### src/rtl/fft_pkg.sv
// Shared definitions for the 8-point FFT datapath: default sizes, the
// bit-reversal helper, the write-side state type and the Q2.14 twiddles.
package fft_pkg;

  localparam int DW_DEF    = 16;
  localparam int LOG2N_DEF = 3;

  typedef enum logic [1:0] {
    WR_IDLE = 2'd0,
    WR_FILL = 2'd1,
    WR_DROP = 2'd2
  } wr_state_e;

  // W8^k = exp(-j*2*pi*k/8) in Q2.14 (16'h4000 = 1.0)
  localparam logic signed [15:0] TW8_0_RE = 16'sh4000;
  localparam logic signed [15:0] TW8_0_IM = 16'sh0000;
  localparam logic signed [15:0] TW8_1_RE = 16'sh2D41;
  localparam logic signed [15:0] TW8_1_IM = 16'shD2BF;
  localparam logic signed [15:0] TW8_2_RE = 16'sh0000;
  localparam logic signed [15:0] TW8_2_IM = 16'shC000;
  localparam logic signed [15:0] TW8_3_RE = 16'shD2BF;
  localparam logic signed [15:0] TW8_3_IM = 16'shD2BF;

  function automatic int unsigned bitrev(input int unsigned index, input int unsigned log2n);
    int unsigned r;
    r = 0;
    for (int unsigned b = 0; b < log2n; b++) begin
      r = (r << 1) | ((index >> b) & 32'd1);
    end
    return r;
  endfunction

endpackage

### src/rtl/fft_reorder_bank.sv
// One N-entry complex register file. Pair writes scatter a slot's two samples
// to their bit-reversed bins; two combinational ports read bins 2m and 2m+1.
module fft_reorder_bank
  import fft_pkg::*;
#(
  parameter int DW    = DW_DEF,
  parameter int LOG2N = LOG2N_DEF
) (
  input  logic              clk,
  input  logic              we_i,
  input  logic [LOG2N-2:0]  wr_slot_i,
  input  logic [2*DW-1:0]   wr_lo_i,
  input  logic [2*DW-1:0]   wr_hi_i,
  input  logic [LOG2N-2:0]  rd_pair_i,
  output logic [2*DW-1:0]   rd_lo_o,
  output logic [2*DW-1:0]   rd_hi_o
);

  localparam int N  = 1 << LOG2N;
  localparam int PW = LOG2N - 1;

  logic [2*DW-1:0] entry_w [N];

  // bitrev is an involution, so bin gi is fed by slot bitrev(gi)>>1, lane bitrev(gi)&1
  for (genvar gi = 0; gi < N; gi++) begin : g_entry
    localparam int unsigned    SRC      = bitrev(gi, LOG2N);
    localparam logic [PW-1:0]  SRC_SLOT = PW'(SRC >> 1);
    localparam bit             SRC_HI   = ((SRC & 32'd1) != 0);

    logic [2*DW-1:0] entry_q;

    always_ff @(posedge clk) begin
      if (we_i && (wr_slot_i == SRC_SLOT)) begin
        entry_q <= SRC_HI ? wr_hi_i : wr_lo_i;
      end
    end

    assign entry_w[gi] = entry_q;
  end

  assign rd_lo_o = entry_w[{rd_pair_i, 1'b0}];
  assign rd_hi_o = entry_w[{rd_pair_i, 1'b1}];

endmodule

### src/rtl/fft_bitrev_reorder.sv
// Ping-pong reorder stage behind the 8-point FFT: takes bit-reversed result
// pairs, emits natural-order bin pairs with valid/ready and frame markers.
module fft_bitrev_reorder
  import fft_pkg::*;
#(
  parameter int DW    = DW_DEF,
  parameter int LOG2N = LOG2N_DEF
) (
  input  logic                 clk,
  input  logic                 reset,
  input  logic                 in_valid,
  input  logic                 in_sop,
  input  logic signed [DW-1:0] in_i_real,
  input  logic signed [DW-1:0] in_i_imag,
  input  logic signed [DW-1:0] in_j_real,
  input  logic signed [DW-1:0] in_j_imag,
  input  logic                 out_ready,
  output logic                 out_valid,
  output logic                 out_sop,
  output logic                 out_eop,
  output logic signed [DW-1:0] out_i_real,
  output logic signed [DW-1:0] out_i_imag,
  output logic signed [DW-1:0] out_j_real,
  output logic signed [DW-1:0] out_j_imag,
  output logic                 overflow,
  output logic                 sync_err
);

  localparam int            N    = 1 << LOG2N;
  localparam int            NP   = N / 2;
  localparam int            PW   = LOG2N - 1;
  localparam logic [PW-1:0] LAST = PW'(NP - 1);

  wr_state_e       state_q, state_d;
  logic [PW-1:0]   cnt_q, cnt_d;
  logic            wr_bank_q, wr_bank_d;
  logic            rd_bank_q, rd_bank_d;
  logic [1:0]      full_q, full_d;
  logic [PW-1:0]   rd_cnt_q, rd_cnt_d;
  logic            out_valid_q, out_valid_d;
  logic            out_sop_q, out_sop_d;
  logic            out_eop_q, out_eop_d;
  logic [2*DW-1:0] out_lo_q, out_lo_d;
  logic [2*DW-1:0] out_hi_q, out_hi_d;
  logic            ovf_q, ovf_d;
  logic            sync_q, sync_d;

  logic                 we;
  logic                 set_full;
  logic [PW-1:0]        wr_slot;
  logic [1:0]           bank_we;
  logic [2*DW-1:0]      wr_lo, wr_hi;
  logic [1:0][2*DW-1:0] rd_lo_w, rd_hi_w;
  logic                 rd_load, rd_last, wr_free;
  logic [1:0]           free_clr;

  assign wr_lo   = {in_i_real, in_i_imag};
  assign wr_hi   = {in_j_real, in_j_imag};
  assign bank_we = we ? (2'b01 << wr_bank_q) : 2'b00;

  for (genvar gi = 0; gi < 2; gi++) begin : g_bank
    fft_reorder_bank #(
      .DW    (DW),
      .LOG2N (LOG2N)
    ) u_bank (
      .clk       (clk),
      .we_i      (bank_we[gi]),
      .wr_slot_i (wr_slot),
      .wr_lo_i   (wr_lo),
      .wr_hi_i   (wr_hi),
      .rd_pair_i (rd_cnt_q),
      .rd_lo_o   (rd_lo_w[gi]),
      .rd_hi_o   (rd_hi_w[gi])
    );
  end

  assign rd_load  = full_q[rd_bank_q] && (!out_valid_q || out_ready);
  assign rd_last  = rd_load && (rd_cnt_q == LAST);
  assign free_clr = rd_last ? (2'b01 << rd_bank_q) : 2'b00;
  // a bank drained on this very edge is reusable by a sop arriving now
  assign wr_free  = !full_q[wr_bank_q] || free_clr[wr_bank_q];

  always_comb begin
    state_d   = state_q;
    cnt_d     = cnt_q;
    wr_bank_d = wr_bank_q;
    we        = 1'b0;
    set_full  = 1'b0;
    wr_slot   = cnt_q;
    ovf_d     = ovf_q;
    sync_d    = sync_q;
    case (state_q)
      WR_IDLE: begin
        if (in_valid && in_sop) begin
          cnt_d = PW'(1);
          if (wr_free) begin
            we      = 1'b1;
            wr_slot = '0;
            state_d = WR_FILL;
          end else begin
            ovf_d   = 1'b1;
            state_d = WR_DROP;
          end
        end
      end
      WR_FILL: begin
        if (in_valid) begin
          we = 1'b1;
          if (in_sop) begin
            sync_d  = 1'b1;
            wr_slot = '0;
            cnt_d   = PW'(1);
          end else if (cnt_q == LAST) begin
            set_full  = 1'b1;
            wr_bank_d = ~wr_bank_q;
            cnt_d     = '0;
            state_d   = WR_IDLE;
          end else begin
            cnt_d = cnt_q + 1'b1;
          end
        end
      end
      WR_DROP: begin
        if (in_valid) begin
          if (in_sop) begin
            sync_d = 1'b1;
            cnt_d  = PW'(1);
            if (wr_free) begin
              we      = 1'b1;
              wr_slot = '0;
              state_d = WR_FILL;
            end else begin
              ovf_d = 1'b1;
            end
          end else if (cnt_q == LAST) begin
            cnt_d   = '0;
            state_d = WR_IDLE;
          end else begin
            cnt_d = cnt_q + 1'b1;
          end
        end
      end
      default: begin
        cnt_d   = '0;
        state_d = WR_IDLE;
      end
    endcase
  end

  always_comb begin
    full_d      = (full_q & ~free_clr) | (set_full ? (2'b01 << wr_bank_q) : 2'b00);
    rd_bank_d   = rd_last ? ~rd_bank_q : rd_bank_q;
    rd_cnt_d    = rd_load ? rd_cnt_q + 1'b1 : rd_cnt_q;
    out_valid_d = out_valid_q;
    out_sop_d   = out_sop_q;
    out_eop_d   = out_eop_q;
    out_lo_d    = out_lo_q;
    out_hi_d    = out_hi_q;
    if (rd_load) begin
      out_valid_d = 1'b1;
      out_sop_d   = (rd_cnt_q == '0);
      out_eop_d   = (rd_cnt_q == LAST);
      out_lo_d    = rd_lo_w[rd_bank_q];
      out_hi_d    = rd_hi_w[rd_bank_q];
    end else if (out_ready) begin
      out_valid_d = 1'b0;
      out_sop_d   = 1'b0;
      out_eop_d   = 1'b0;
    end
  end

  always_ff @(posedge clk or negedge reset) begin
    if (!reset) begin
      state_q     <= WR_IDLE;
      cnt_q       <= '0;
      wr_bank_q   <= 1'b0;
      rd_bank_q   <= 1'b0;
      full_q      <= '0;
      rd_cnt_q    <= '0;
      out_valid_q <= 1'b0;
      out_sop_q   <= 1'b0;
      out_eop_q   <= 1'b0;
      out_lo_q    <= '0;
      out_hi_q    <= '0;
      ovf_q       <= 1'b0;
      sync_q      <= 1'b0;
    end else begin
      state_q     <= state_d;
      cnt_q       <= cnt_d;
      wr_bank_q   <= wr_bank_d;
      rd_bank_q   <= rd_bank_d;
      full_q      <= full_d;
      rd_cnt_q    <= rd_cnt_d;
      out_valid_q <= out_valid_d;
      out_sop_q   <= out_sop_d;
      out_eop_q   <= out_eop_d;
      out_lo_q    <= out_lo_d;
      out_hi_q    <= out_hi_d;
      ovf_q       <= ovf_d;
      sync_q      <= sync_d;
    end
  end

  assign out_valid  = out_valid_q;
  assign out_sop    = out_sop_q;
  assign out_eop    = out_eop_q;
  assign out_i_real = out_lo_q[2*DW-1:DW];
  assign out_i_imag = out_lo_q[DW-1:0];
  assign out_j_real = out_hi_q[2*DW-1:DW];
  assign out_j_imag = out_hi_q[DW-1:0];
  assign overflow   = ovf_q;
  assign sync_err   = sync_q;

endmodule

### config.mk
export PLATFORM = sky130hd
export DESIGN_NAME = fft_bitrev_reorder
export DESIGN_NICKNAME = d
export VERILOG_FILES = /design/src/rtl/fft_pkg.sv /design/src/rtl/fft_reorder_bank.sv /design/src/rtl/fft_bitrev_reorder.sv
export SDC_FILE = /design/constraint.sdc
export NUM_CORES = 1
export LEC_CHECK = 0
export CAP_MARGIN = 10
export CORE_MARGIN = 3
export CORE_UTILIZATION = 63
export DETAILED_ROUTE_END_ITERATION = 8
export GPL_ROUTABILITY_DRIVEN = 0
export PLACE_DENSITY = 0.88
export SYNTH_ARGS = -nofsm -noshare
export SYNTH_HDL_FRONTEND = slang
export SYNTH_HIERARCHICAL = 1
export SYNTH_SLANG_ARGS = --single-unit
### constraint.sdc
create_clock -name clk -period 12.51 [get_ports clk]
set_input_delay 2.502 -clock clk [delete_from_list [all_inputs] [get_ports clk]]
set_output_delay 2.502 -clock clk [all_outputs]
set_load 0.05 [all_outputs]
Yosys cells after proc, flatten, opt, wreduce, memory -nomap -nowiden:

Cells that the tools add are included.

* register bits after elaboration: 591
* latch bits: 0
* memory bits (writable): 0
* bits in read-only memories: 0
* input port bits: 69
* output and inout bits: 69
* word-level logic and storage cells: 150
* memories kept: 0

* add/sub/neg operators: 2
* multipliers: 0
* divide/modulo/power cells: 0
* $lt $le $gt $ge: 4
* equal/unequal tests: 14
* shift-type cells: 2
* muxes and demuxes: 65
* bitwise operators: 8
* reductions and logical operators: 26

Operators by type and width (count)
* 32-bit binary-select mux with 3-bit select: 4
* 32-bit two-way mux: 12
* 2-bit two-way mux: 21
* 1-bit two-way mux: 23
* 2-bit case mux with 3 select lines: 2
* 1-bit logical AND: 11
* 2-bit == test, second input constant: 5
* 2-bit inequality test, second input constant: 5
* 4-bit >= comparator, second input constant: 2
* 3-bit inverter with 4-bit output: 2
* 4-bit AND reduction: 2
* 2-bit zero test: 3
* 5-bit AND reduction: 1
* 2-bit by 1-bit adder with 2-bit output, second input constant: 2
* 2-bit by 1-bit == test with 1-bit output, second input constant: 2
* 1-bit by 2-bit less-than comparator with 1-bit output, second input constant: 2
* 2-bit case mux with 2 select lines: 1
* 2-bit nonzero test: 2
* 1-bit by 1-bit << shifter with 2-bit output, first input constant: 2
* 3-bit inequality test, second input constant: 1
* 1-bit inverter: 3
* 1-bit case mux with 3 select lines: 1
* 3-bit AND reduction: 1
* 2-bit bitwise AND: 1
* other kinds (8): 10

Depth between registers and ports, before layout:

Gate-level depths: netlist of run 1.

* word-level depth: 14
* gate-level depth with buffers: 8
* depth with buffers taken out: 7

By module:

The synthesis of run 1 kept the hierarchy.

By module, submodules not included
* fft_reorder_bank: instances 2, cells an instance 338, area each 9341.5 um^2, sequential area each 7687.4 um^2
* fft_bitrev_reorder: instances 1, cells an instance 376, area each 3883.7 um^2, sequential area each 1976.9 um^2

Worst setup path after synthesis of run 1:

Ideal clock, no wire load.

* path type: input-to-reg
* start: input port out_ready
* end: register g_bank[0].u_bank.g_entry[0].entry_q[0], enable pin
* setup time: 0.578 ns
* arrival time: 7.997 ns
* data required time: 11.932 ns
* setup slack: 3.935 ns
* stages: 6
* path buffers: 0
* cells stage by stage: nor2b_4 > o21bai_1 > o21ai_2 > nand2b_1 > a211oi_1 > nor3b_1

* cells in the longest elaborated chain, start to end: 13
* elaborated cells on any way between the ends: 20
* those cells by class: mux (14); reduce/logical (6)

RTL lines
* start: declaration: line fft_bitrev_reorder.sv:17 `input logic out_ready,`
* 1-bit logical OR (*): line fft_bitrev_reorder.sv:77 `assign rd_load = full_q[rd_bank_q] && (!out_valid_q || out_ready);`
* 1-bit logical AND (*): line fft_bitrev_reorder.sv:77
* 1-bit logical AND (*): line fft_bitrev_reorder.sv:78 `assign rd_last = rd_load && (rd_cnt_q == LAST);`
* 2-bit two-way mux (*): line fft_bitrev_reorder.sv:79 `assign free_clr = rd_last ? (2'b01 << rd_bank_q) : 2'b00;`
* 1-bit two-way mux (implied by the code) (*) (2 in a row): line fft_bitrev_reorder.sv:81 `assign wr_free = !full_q[wr_bank_q] || free_clr[wr_bank_q];`
* 1-bit logical OR (*): line fft_bitrev_reorder.sv:81
* 1-bit two-way mux (*): line fft_bitrev_reorder.sv:96, fft_bitrev_reorder.sv:128
* 1-bit two-way mux: line fft_bitrev_reorder.sv:125 `if (in_sop) begin`
* 1-bit two-way mux: line fft_bitrev_reorder.sv:124 `if (in_valid) begin`
* 1-bit case mux with 3 select lines (*): line fft_bitrev_reorder.sv:92 `case (state_q)`
* 2-bit two-way mux (*): line fft_bitrev_reorder.sv:59 `assign bank_we = we ? (2'b01 << wr_bank_q) : 2'b00;`
* named net bank_we[0]: line fft_bitrev_reorder.sv:51 `logic [1:0] bank_we;`
* 1-bit logical AND (*): line fft_reorder_bank.sv:33 `if (we_i && (wr_slot_i == SRC_SLOT)) begin`
* end signal: assignment: line fft_reorder_bank.sv:34 `entry_q <= SRC_HI ? wr_hi_i : wr_lo_i;`
* end: declaration: line fft_reorder_bank.sv:30 `logic [2*DW-1:0] entry_q;`

The timed path passes the listed nets; every way through them passes the cells marked *. The select of a mux whose other input is x is not followed.
A chain may end at the register's enable or synchronous reset.

Final worst setup path of run 1:

* start: input port out_ready
* end: register g_bank[0].u_bank.g_entry[5].entry_q[16], enable pin

* cells in the longest elaborated chain, start to end: 13
* elaborated cells on any way between the ends: 20
* those cells by class: eq/ne (1); mux (14); reduce/logical (5)

RTL lines
* 1-bit logical OR (*): line fft_bitrev_reorder.sv:77
* 1-bit logical AND (*): line fft_bitrev_reorder.sv:77
* 1-bit logical AND (*): line fft_bitrev_reorder.sv:78
* 2-bit two-way mux (*): line fft_bitrev_reorder.sv:79
* 1-bit two-way mux (implied by the code) (*) (2 in a row): line fft_bitrev_reorder.sv:81
* 1-bit logical OR (*): line fft_bitrev_reorder.sv:81
* 2-bit two-way mux (*): line fft_bitrev_reorder.sv:96, fft_bitrev_reorder.sv:128
* 2-bit two-way mux: line fft_bitrev_reorder.sv:125
* 2-bit two-way mux: line fft_bitrev_reorder.sv:124
* 2-bit case mux with 3 select lines (*): line fft_bitrev_reorder.sv:92
* named net wr_slot[1]: line fft_bitrev_reorder.sv:50 `logic [PW-1:0] wr_slot;`
* 2-bit == test (*): line fft_reorder_bank.sv:33
* 1-bit logical AND (*): line fft_reorder_bank.sv:33
* end signal: assignment: line fft_reorder_bank.sv:34
* end: declaration: line fft_reorder_bank.sv:30

Marks and branches as above.

==> results of run 1 <==
-- cells in the mapped netlist (all sizes together), types with 2 or more instances --
library cell,number,area [um2]
a211oi,3,22.52
a21oi,66,330.3
and3,2,12.51
and3b,4,35.03
buf,50,478.0
clkbuf,4,20.02
dfrtp,79,1977
edfxtp,512,15370
ha,7,87.58
inv,9,33.78
mux2i,65,654.4
mux4,128,2913
nand2,9,33.78
nand2b,6,37.54
nor2,70,270.3
nor2b,2,20.02
nor3,4,20.02
nor3b,2,15.01
o21ai,9,52.55
o22ai,2,12.51
o311ai,2,25.03
xnor2,3,26.28
-- stage by stage --
stage | area, um2 | cells | hold WS (ns) | utilization (%) | total power (uW)
finish | 25930 | 1701 | 0.4689 | 74.35 | 6064
global route | 25930 | 1700 | 0.5053 | 74.34 | 6284
CTS | 25930 | 1700 | 0.4766 | 74.34 | 6100
detailed placement | 24130 | 1600 | 0.4640 | 69.17 | 4397
global placement | 24130 | 1600 | 0.4554 | 69.17 | 4321
floorplan | 22570 | 1052 | 0.4973 | - | 3977
-- where the power goes --
part           total (uW)  switching, uW  internal (uW)
Combinational        1740           1010            732
Sequential           2650            208           2450
Clock                1670            703            968
-- metal layers --
metal	part of all wire [%]	GRT usage, %
met2	52	42.71
met4	3.0	8.503
met1	39	35.72
met3	6.5	4.106
met5	0	0
-- registers in the layout, summed over array words and instances, names as in the netlist --
register / flops
rd_cnt_q: 2
state_q: 2
cnt_q: 2
out_sop: 1
out_lo_q: 32
rd_bank_q: 1
out_valid: 1
g_bank.u_bank/g_entry.entry_q: 512
full_q: 2
sync_err: 1
out_hi_q: 32
out_eop: 1
wr_bank_q: 1
overflow: 1
-- path summary, 6_finish.rpt --
path	slack, ns	to
worst min-delay path	0.47	sync_err$_DFFE_PN0P_
worst max register to register	8.25	g_bank[0].u_bank/g_entry[4].entry_q[16]$_DFFE_PP_
worst max-delay path	7.01	g_bank[0].u_bank/g_entry[5].entry_q[16]$_DFFE_PP_
worst min register to register	0.47	sync_err$_DFFE_PN0P_
max in group asynchronous	9.51	rd_cnt_q[1]$_DFFE_PN0P_
min in group asynchronous	1.83	out_hi_q[15]$_DFFE_PN0P_
-- cell type report --
class                      count  area [um2]  area share, %
antenna                        1       2.502       0.009649
clock buffer                  77        1551          5.982
clock inverter                23       252.7         0.9745
inverter                       9       33.78         0.1303
multi-input combinational    398        4718          18.19
sequential                   591       17360          66.95
tap                          455       569.3          2.195
timing repair buffer         147        1444          5.567
-- cell families (layout without fill, tap and decap cells) --
family,Yosys count,after routing,share of synthesized area (%)
xor+xnor,3,3,0.1165
buf+inv,63,256,2.356
compound gates,92,92,2.334
mux,193,193,15.81
fa+ha+maj,7,7,0.3881
other cells,0,1,0
simple gates,103,103,2.107
flops,591,591,76.89
-- critical path, stage by stage --
cell and delay, ns:
clkdlybuf4s50_1 0.47, nor2b_4 0.24, o21ai_2 0.12, o21ai_2 0.20, a211oi_1 0.14, nor3_1 0.84
and3b_4 1.11
==> impl_metrics.tcl, run 1 <==
set metrics [dict create \
    run_status "finished clean" \
    cts_buffers 54 \
    layout_common_cells "512 x edfxtp_1, 136 x clkdlybuf4s50_1, 120 x mux4_2, 76 x dfrtp_1, 69 x nor2_1" \
    antenna_left 0 \
    slew_headroom_pct 18.79 \
    core_area_um2 34880 \
    p_per_area_nw_per_um2 233.8 \
    die_w_um 195.3 \
    max_freq_mhz 181.7 \
    antenna_found_initial 1 \
    finalSetupViolations 0 \
    startpoint "out_ready" \
    remaining_drc_errors 0 \
    insertion_delay_ns 0.59 \
    drt-vias-per-instance 6.455 \
    drive_gt1_share_pct 18.47 \
    crit_path_end_kind "flip-flop" \
    crit_fanout 64 \
    synth_edf_count 512 \
    start_kind "input port" \
    nFillCells 1842 \
    hp-start "sync_err$_DFFE_PN0P_" \
    ctsLongestPathBuffers 3 \
    cts_root_buf "clkbuf_16" \
    worstSetupPathType "in -> reg" \
    routed_wl_mm 47.78 \
    yosysSeqAreaShare_pct 76.89 \
    ctsResizeCount 0 \
    detail_route.iter0.violations 1039 \
    ir_worst_vdd_uv 205.2 \
    numPortBuffers 137 \
    dpl_worst_slack_ns 6.528 \
    nets 1277 \
    cp.arrival_ns 5.69 \
    first_pass_iters 5 \
    area_growth_syn_to_layout_pct 14.93 \
    critPathRequiredTime_ns 12.70 \
    groute.usage.overall_pct 25.64 \
    ys_ff_latch 591 \
    grt_pass1_wl_mm 73.17 \
    min_period_over_period_pct 44.00 \
    path_clk_slew_ns 0.06 \
    cts.sinks 591 \
    cts_hold_buf 0 \
    cts_htree_levels 2 \
    cts_setup_buffers 0 \
    start_util_pct 64.69 \
    die-area_um2 38130 \
    slew_violations 0 \
    tritoncts "yes" \
    hp-class "reg -> reg" \
    rsz0062_at_grt "false" \
    yosysUniqueCellTypes 46 \
    yosys_warnings 6 \
    synth_top_flop_cell "edfxtp_1" \
    rows 68 \
    syn_area_um2 22570 \
    die_h_um 195.3 \
    grt_max_degree 87 \
    syn_avg_cell_area_um2 21.45 \
    r2r_cells 8 \
    hold_viol_final 0 \
    worst_pin_slew_ns 1.218 \
    finalSetupTns_ns 0 \
    overflow 0 \
    grt_pass1_vias 11650 \
    fin_worst_skew_ns 0.02218 \
    io_pins 138 \
    vias 10980 \
    reg2reg_from "rd_cnt_q[1]$_DFFE_PN0P_" \
    leakage_uw 0.008412 \
    dp_hpwl_mm 24.90 \
    async_flop_share_pct 13.37 \
    layout_commonest_cell "edfxtp_1" \
    syn_nets 1128 \
    maxCapViolations 0 \
    synthCells 1052 \
    post-route-min-period_ns 5.504 \
    wl_per_cell_um 28.09 \
    fin_ws_ns 7.006 \
    hold-path-cell-count 1 \
]
(Power assumes the default switching activity.)
==> run 2: changes to the inputs <==
Settings changed: CORE_UTILIZATION 63 to 59, PLACE_DENSITY 0.88 to 0.83.
Clock period 12.51 ns to 5.8 ns, I/O delays scaled along.
==> impl_metrics.tcl, run 2 (synthesis results as in run 1) <==
set metrics [dict create \
    dp.cells 1657 \
    vias 10770 \
    ctsResizeCount 0 \
    maxCapViolations 0 \
    start_kind "flip-flop" \
    largest_register_ff_count 512 \
    critPathRequiredTime_ns 5.99 \
    drt-vias-per-instance 6.114 \
    numPortBuffers 137 \
    fin_worst_skew_ns 0.02828 \
    cts_htree_levels 2 \
    grt_pass1_wl_mm 70.51 \
    finalSetupViolations 0 \
    nets 1279 \
    rows 71 \
    ctsLongestPathBuffers 3 \
    dp_hpwl_mm 23.93 \
    leakage_uw 0.008403 \
    antenna_found_initial 1 \
    cts_buffers 55 \
    wl_per_cell_um 25.92 \
    detail_route.iter0.violations 1039 \
    grt_max_degree 77 \
    largest_register "g_bank.u_bank/g_entry.entry_q" \
    final_util_pct 68.99 \
    hold_viol_final 0 \
    antenna_left 0 \
    hp-class "in -> async" \
    min_period_over_period_pct 71.86 \
    stdcell_count 1761 \
    insertion_delay_ns 0.60 \
    slew_headroom_pct 18.59 \
    post-route-min-period_ns 4.168 \
    die_w_um 201.6 \
    tritoncts "yes" \
    io_pins 138 \
    drive_gt1_share_pct 18.90 \
    groute.usage.overall_pct 22.98 \
    slew_violations 0 \
    cts_setup_buffers 0 \
    fin_ws_ns 1.632 \
    cts.sinks 591 \
    layout_common_cells "512 x edfxtp_1, 136 x clkdlybuf4s50_1, 120 x mux4_2, 76 x dfrtp_1, 69 x nor2_1" \
    seq_area_um2 17360 \
    p_per_area_nw_per_um2 498.5 \
    worst_hold_slack_ns 0.4713 \
    die-area_um2 40630 \
    cts_root_buf "clkbuf_16" \
    core_area_um2 37670 \
    rsz0062_at_grt "false" \
    r2r_cells 7 \
    run_status "finished clean" \
    area_growth_syn_to_layout_pct 15.16 \
    die_h_um 201.6 \
    path_clk_slew_ns 0.06 \
    crit_fanout 76 \
    layout_commonest_cell "edfxtp_1" \
    dpl_worst_slack_ns 1.203 \
    remaining_drc_errors 0 \
    start_util_pct 59.91 \
    worst_pin_slew_ns 1.221 \
    max_freq_mhz 239.9 \
    grt_pass1_vias 11430 \
    nFillCells 2258 \
    overflow 0 \
    largest_registers "g_bank.u_bank/g_entry.entry_q (512), out_hi_q (32), out_lo_q (32)" \
    ir_worst_vdd_uv 366.7 \
    cts_hold_buf 0 \
    worstSetupPathType "reg -> reg" \
    first_pass_iters 5 \
    cp.arrival_ns 4.36 \
    multiInputGateArea_um2 4718 \
    crit_path_end_kind "flip-flop" \
    routed_wl_mm 45.65 \
]
==> run 2: cell types whose count changed in the layout (fill, tap and decap cells not counted), moves of 2 or more <==
cell | before | now
inv_6 | 1 | 5
clkbuf_16 | 57 | 55
clkinv_2 | 6 | 8
clkbuf_1 | 15 | 11
clkinv_1 | 5 | 7
clkinvlp_4 | 4 | 6
==> run 2: path summary, 6_finish.rpt <==
check	start	to	slack, ns
max	rd_cnt_q[1]$_DFFE_PN0P_	g_bank[1].u_bank/g_entry[6].entry_q[20]$_DFFE_PP_	1.63
min	reset	out_hi_q[8]$_DFFE_PN0P_	0.47
max reg2reg	rd_cnt_q[1]$_DFFE_PN0P_	g_bank[1].u_bank/g_entry[6].entry_q[20]$_DFFE_PP_	1.63
min reg2reg	sync_err$_DFFE_PN0P_	sync_err$_DFFE_PN0P_	0.47
max in group asynchronous	reset	rd_cnt_q[0]$_DFFE_PN0P_	4.12
min in group clk	sync_err$_DFFE_PN0P_	sync_err$_DFFE_PN0P_	0.47
==> run 2: critical path, cell delays in order (launching register included) <==
cell	delay [ns]
dfrtp_4	1.16
ha_1	0.36
nand2_1	0.10
o21bai_1	0.25
o21ai_2	0.12
nand2b_1	0.17
a211oi_1	0.48
and3b_4	1.09
==> run 2: area by class of cell <==
type	count	share of cell area [%]
Clock inverter	32	1.127
Tap cell	511	2.460
Multi-Input combinational cell	398	18.16
Clock buffer	71	5.720
Inverter	9	0.1300
Sequential cell	591	66.81
Timing Repair Buffer	148	5.585
Antenna cell	1	0.009629
==> run 2: stage by stage <==
stage / setup TNS, ns / instance area, um2 / total power (uW)
after floorplan: -183.37 / 22570 / 8578
after global placement: 0 / 24210 / 9341
final: 0 / 25990 / 12960
after CTS: 0 / 25980 / 13070
after detailed placement: 0 / 24210 / 9460
after global routing: 0 / 25990 / 13490
==> run 2: report_power, final <==
group / switching, uW / internal, uW / leakage, uW
Combinational: 2120 / 1570 / 0.00205
Clock: 1520 / 2000 / 0.000857
Sequential: 466 / 5280 / 0.00549
Total: 4100 / 8850 / 0.00840
==> run 2: per-layer routing <==
metal / GRT usage, % / routed length [um] / vias to the layer above
met1: 32.09 / 18330 / 5657
met4: 7.326 / 1314 / 0
li1: - / - / 4594
met5: 0 / 0 / -
met2: 38.12 / 23370 / 432
met3: 3.786 / 2634 / 83
==> run 3: changes to the inputs <==
Settings changed: CORE_UTILIZATION 59 to 53, PLACE_DENSITY 0.83 to 0.79.
Clock period 5.8 ns to 3.4 ns, I/O delays scaled along.
==> impl_metrics.tcl, run 3 (synthesis results as in run 1) <==
set metrics [dict create \
    numPortBuffers 137 \
    critPathRequiredTime_ns 3.71 \
    post-route-min-period_ns 2.934 \
    r2r_cells 8 \
    drive_gt1_share_pct 21.18 \
    io_pins 138 \
    min_period_over_period_pct 86.28 \
    first_pass_iters 5 \
    p_per_area_nw_per_um2 845.6 \
    stdcell_count 1808 \
    cts_htree_levels 2 \
    die_h_um 212.3 \
    nets 1303 \
    overflow 0 \
    grt_max_degree 130 \
    area_growth_syn_to_layout_pct 17.97 \
    detail_route.iter0.violations 1065 \
    hp-class "in -> async" \
    dp.cells 1701 \
    cpPeakStageDelay_ns 0.56 \
    dp_hpwl_mm 26.73 \
    worstPathCellList "ha_1, nand2_1, o21bai_1, o21ai_2, nand2b_1, a211oi_2, nor3b_4, buf_12" \
    worst_pin_slew_ns 0.9717 \
    ctsLongestPathBuffers 3 \
    place_area_um2 24780 \
    worst_hold_slack_ns 0.09527 \
    cts.sinks 591 \
    wl_per_cell_um 25.79 \
    path_delay_family "simple AND/OR/NAND/NOR gates" \
    largest_register_ff_count 512 \
    r2r-end "g_bank[1].u_bank/g_entry[4].entry_q[23]$_DFFE_PP_" \
    die-area_um2 45090 \
    path_clk_slew_ns 0.06 \
    tritoncts "yes" \
    max_freq_mhz 340.9 \
    cpMaxStageDelayCell "dfrtp_4" \
    cts_root_buf "clkbuf_16" \
    crit_buf_inv 1 \
    largest_registers "g_bank.u_bank/g_entry.entry_q (512), out_hi_q (32), out_lo_q (32)" \
    hold_viol_final 0 \
    rsz0062_at_grt "false" \
    grt_pass1_wl_mm 71.63 \
    layout_common_cells "512 x edfxtp_1, 136 x clkdlybuf4s50_1, 120 x mux4_2, 75 x dfrtp_1, 69 x nor2_1" \
    slew_violations 0 \
    finalSetupViolations 0 \
    start_util_pct 54.40 \
    rows 74 \
    antenna_found_initial 0 \
    largest_register "g_bank.u_bank/g_entry.entry_q" \
    maxCapViolations 0 \
    fin_area_um2 26620 \
    insertion_delay_ns 0.60 \
    leakage_uw 0.008654 \
    routed_wl_mm 46.63 \
    layout_commonest_cell "edfxtp_1" \
    drt-vias-per-instance 6.007 \
    ctsResizeCount 0 \
    p_total_uw 22510 \
    startpoint "rd_cnt_q[0]$_DFFE_PN0P_" \
    reg2reg_from "rd_cnt_q[0]$_DFFE_PN0P_" \
    run_status "finished clean" \
    start_kind "flip-flop" \
    worstSetupPathType "reg -> reg" \
    cp.arrival_ns 3.24 \
    core_area_um2 41480 \
    vias 10860 \
    slew_headroom_pct 35.22 \
    die_w_um 212.3 \
    cts_hold_buf 0 \
    crit_fanout 22 \
    fin_worst_skew_ns 0.01510 \
    groute.usage.overall_pct 21.34 \
    grt_pass1_vias 11330 \
    ir_worst_vdd_uv 668.9 \
    remaining_drc_errors 0 \
    antenna_left 0 \
    cts_buffers 56 \
    cts_setup_buffers 0 \
    reg2reg_slack_ns 0.47 \
    crit_path_end_kind "flip-flop" \
]
-- run 3: changes by cell type in the layout (fill, tap and decap cells not counted), moves of 3 or more --
cell / previous run / this run
buf_12: 0 / 25
clkinv_2: 8 / 16
a211oi_1: 3 / 0
clkinvlp_4: 6 / 3
inv_6: 5 / 2
nor3_1: 4 / 1
-- run 3: area by class of cell --
class                      instances  area (um2)
antenna                            1       2.502
multi-input combinational        398        4783
clock buffer                      71        1498
tap                              532       665.6
sequential                       591       17360
fill                            2674       14860
inverter                           9       33.78
timing repair buffer             171        1937
clock inverter                    35       337.8
-- run 3: through the flow --
step | TNS, ns | setup slack (ns) | utilization (%)
2_1_floorplan | -28.20 | -0.2205 | -
3_3_place_gp | 0 | 0.1548 | 59.75
3_5_place_dp | 0 | 0.1060 | 59.75
4_1_cts | 0 | 0.4473 | 64.17
5_1_grt | 0 | 0.2768 | 64.17
6_report | 0 | 0.4664 | 64.18
-- run 3: how the worst max path moves through the flow --
stage | end | slack (ns) | depth (start not counted)
finish | g_bank[1].u_bank/g_entry[4].entry_q[23]$_DFFE_PP_ | 0.47 | 8
global route | g_bank[1].u_bank/g_entry[0].entry_q[1]$_DFFE_PP_ | 0.28 | 8
CTS | g_bank[1].u_bank/g_entry[0].entry_q[4]$_DFFE_PP_ | 0.45 | 8
detailed placement | g_bank[1].u_bank/g_entry[2].entry_q[14]$_DFFE_PP_ | 0.11 | 8
global placement | g_bank[1].u_bank/g_entry[0].entry_q[19]$_DFFE_PP_ | 0.15 | 8
floorplan | g_bank[0].u_bank/g_entry[0].entry_q[0]$_DFFE_PP_ | -0.22 | 6
-- run 3: layer usage --
layer	up-vias	GRT usage, %	routed length, um
met5	-	0	0
met4	0	6.033	847
met3	62	4.146	3601
met2	445	32.97	22670
met1	5725	31.86	19510
li1	4629	-	-
-- run 3: power breakdown --
group / leakage, uW / internal (uW) / switching, uW
Clock: 0.000905 / 3520 / 2630
Combinational: 0.00226 / 2900 / 4040
Sequential: 0.00549 / 8990 / 440
-- run 3: worst register-to-register path: stages, from the launching register on --
cell and delay [ns]:
dfrtp_4 0.56, ha_1 0.25, nand2_1 0.09, o21bai_1 0.19
o21ai_2 0.15, nand2b_1 0.23, a211oi_2 0.37, nor3b_4 0.52
buf_12 0.25
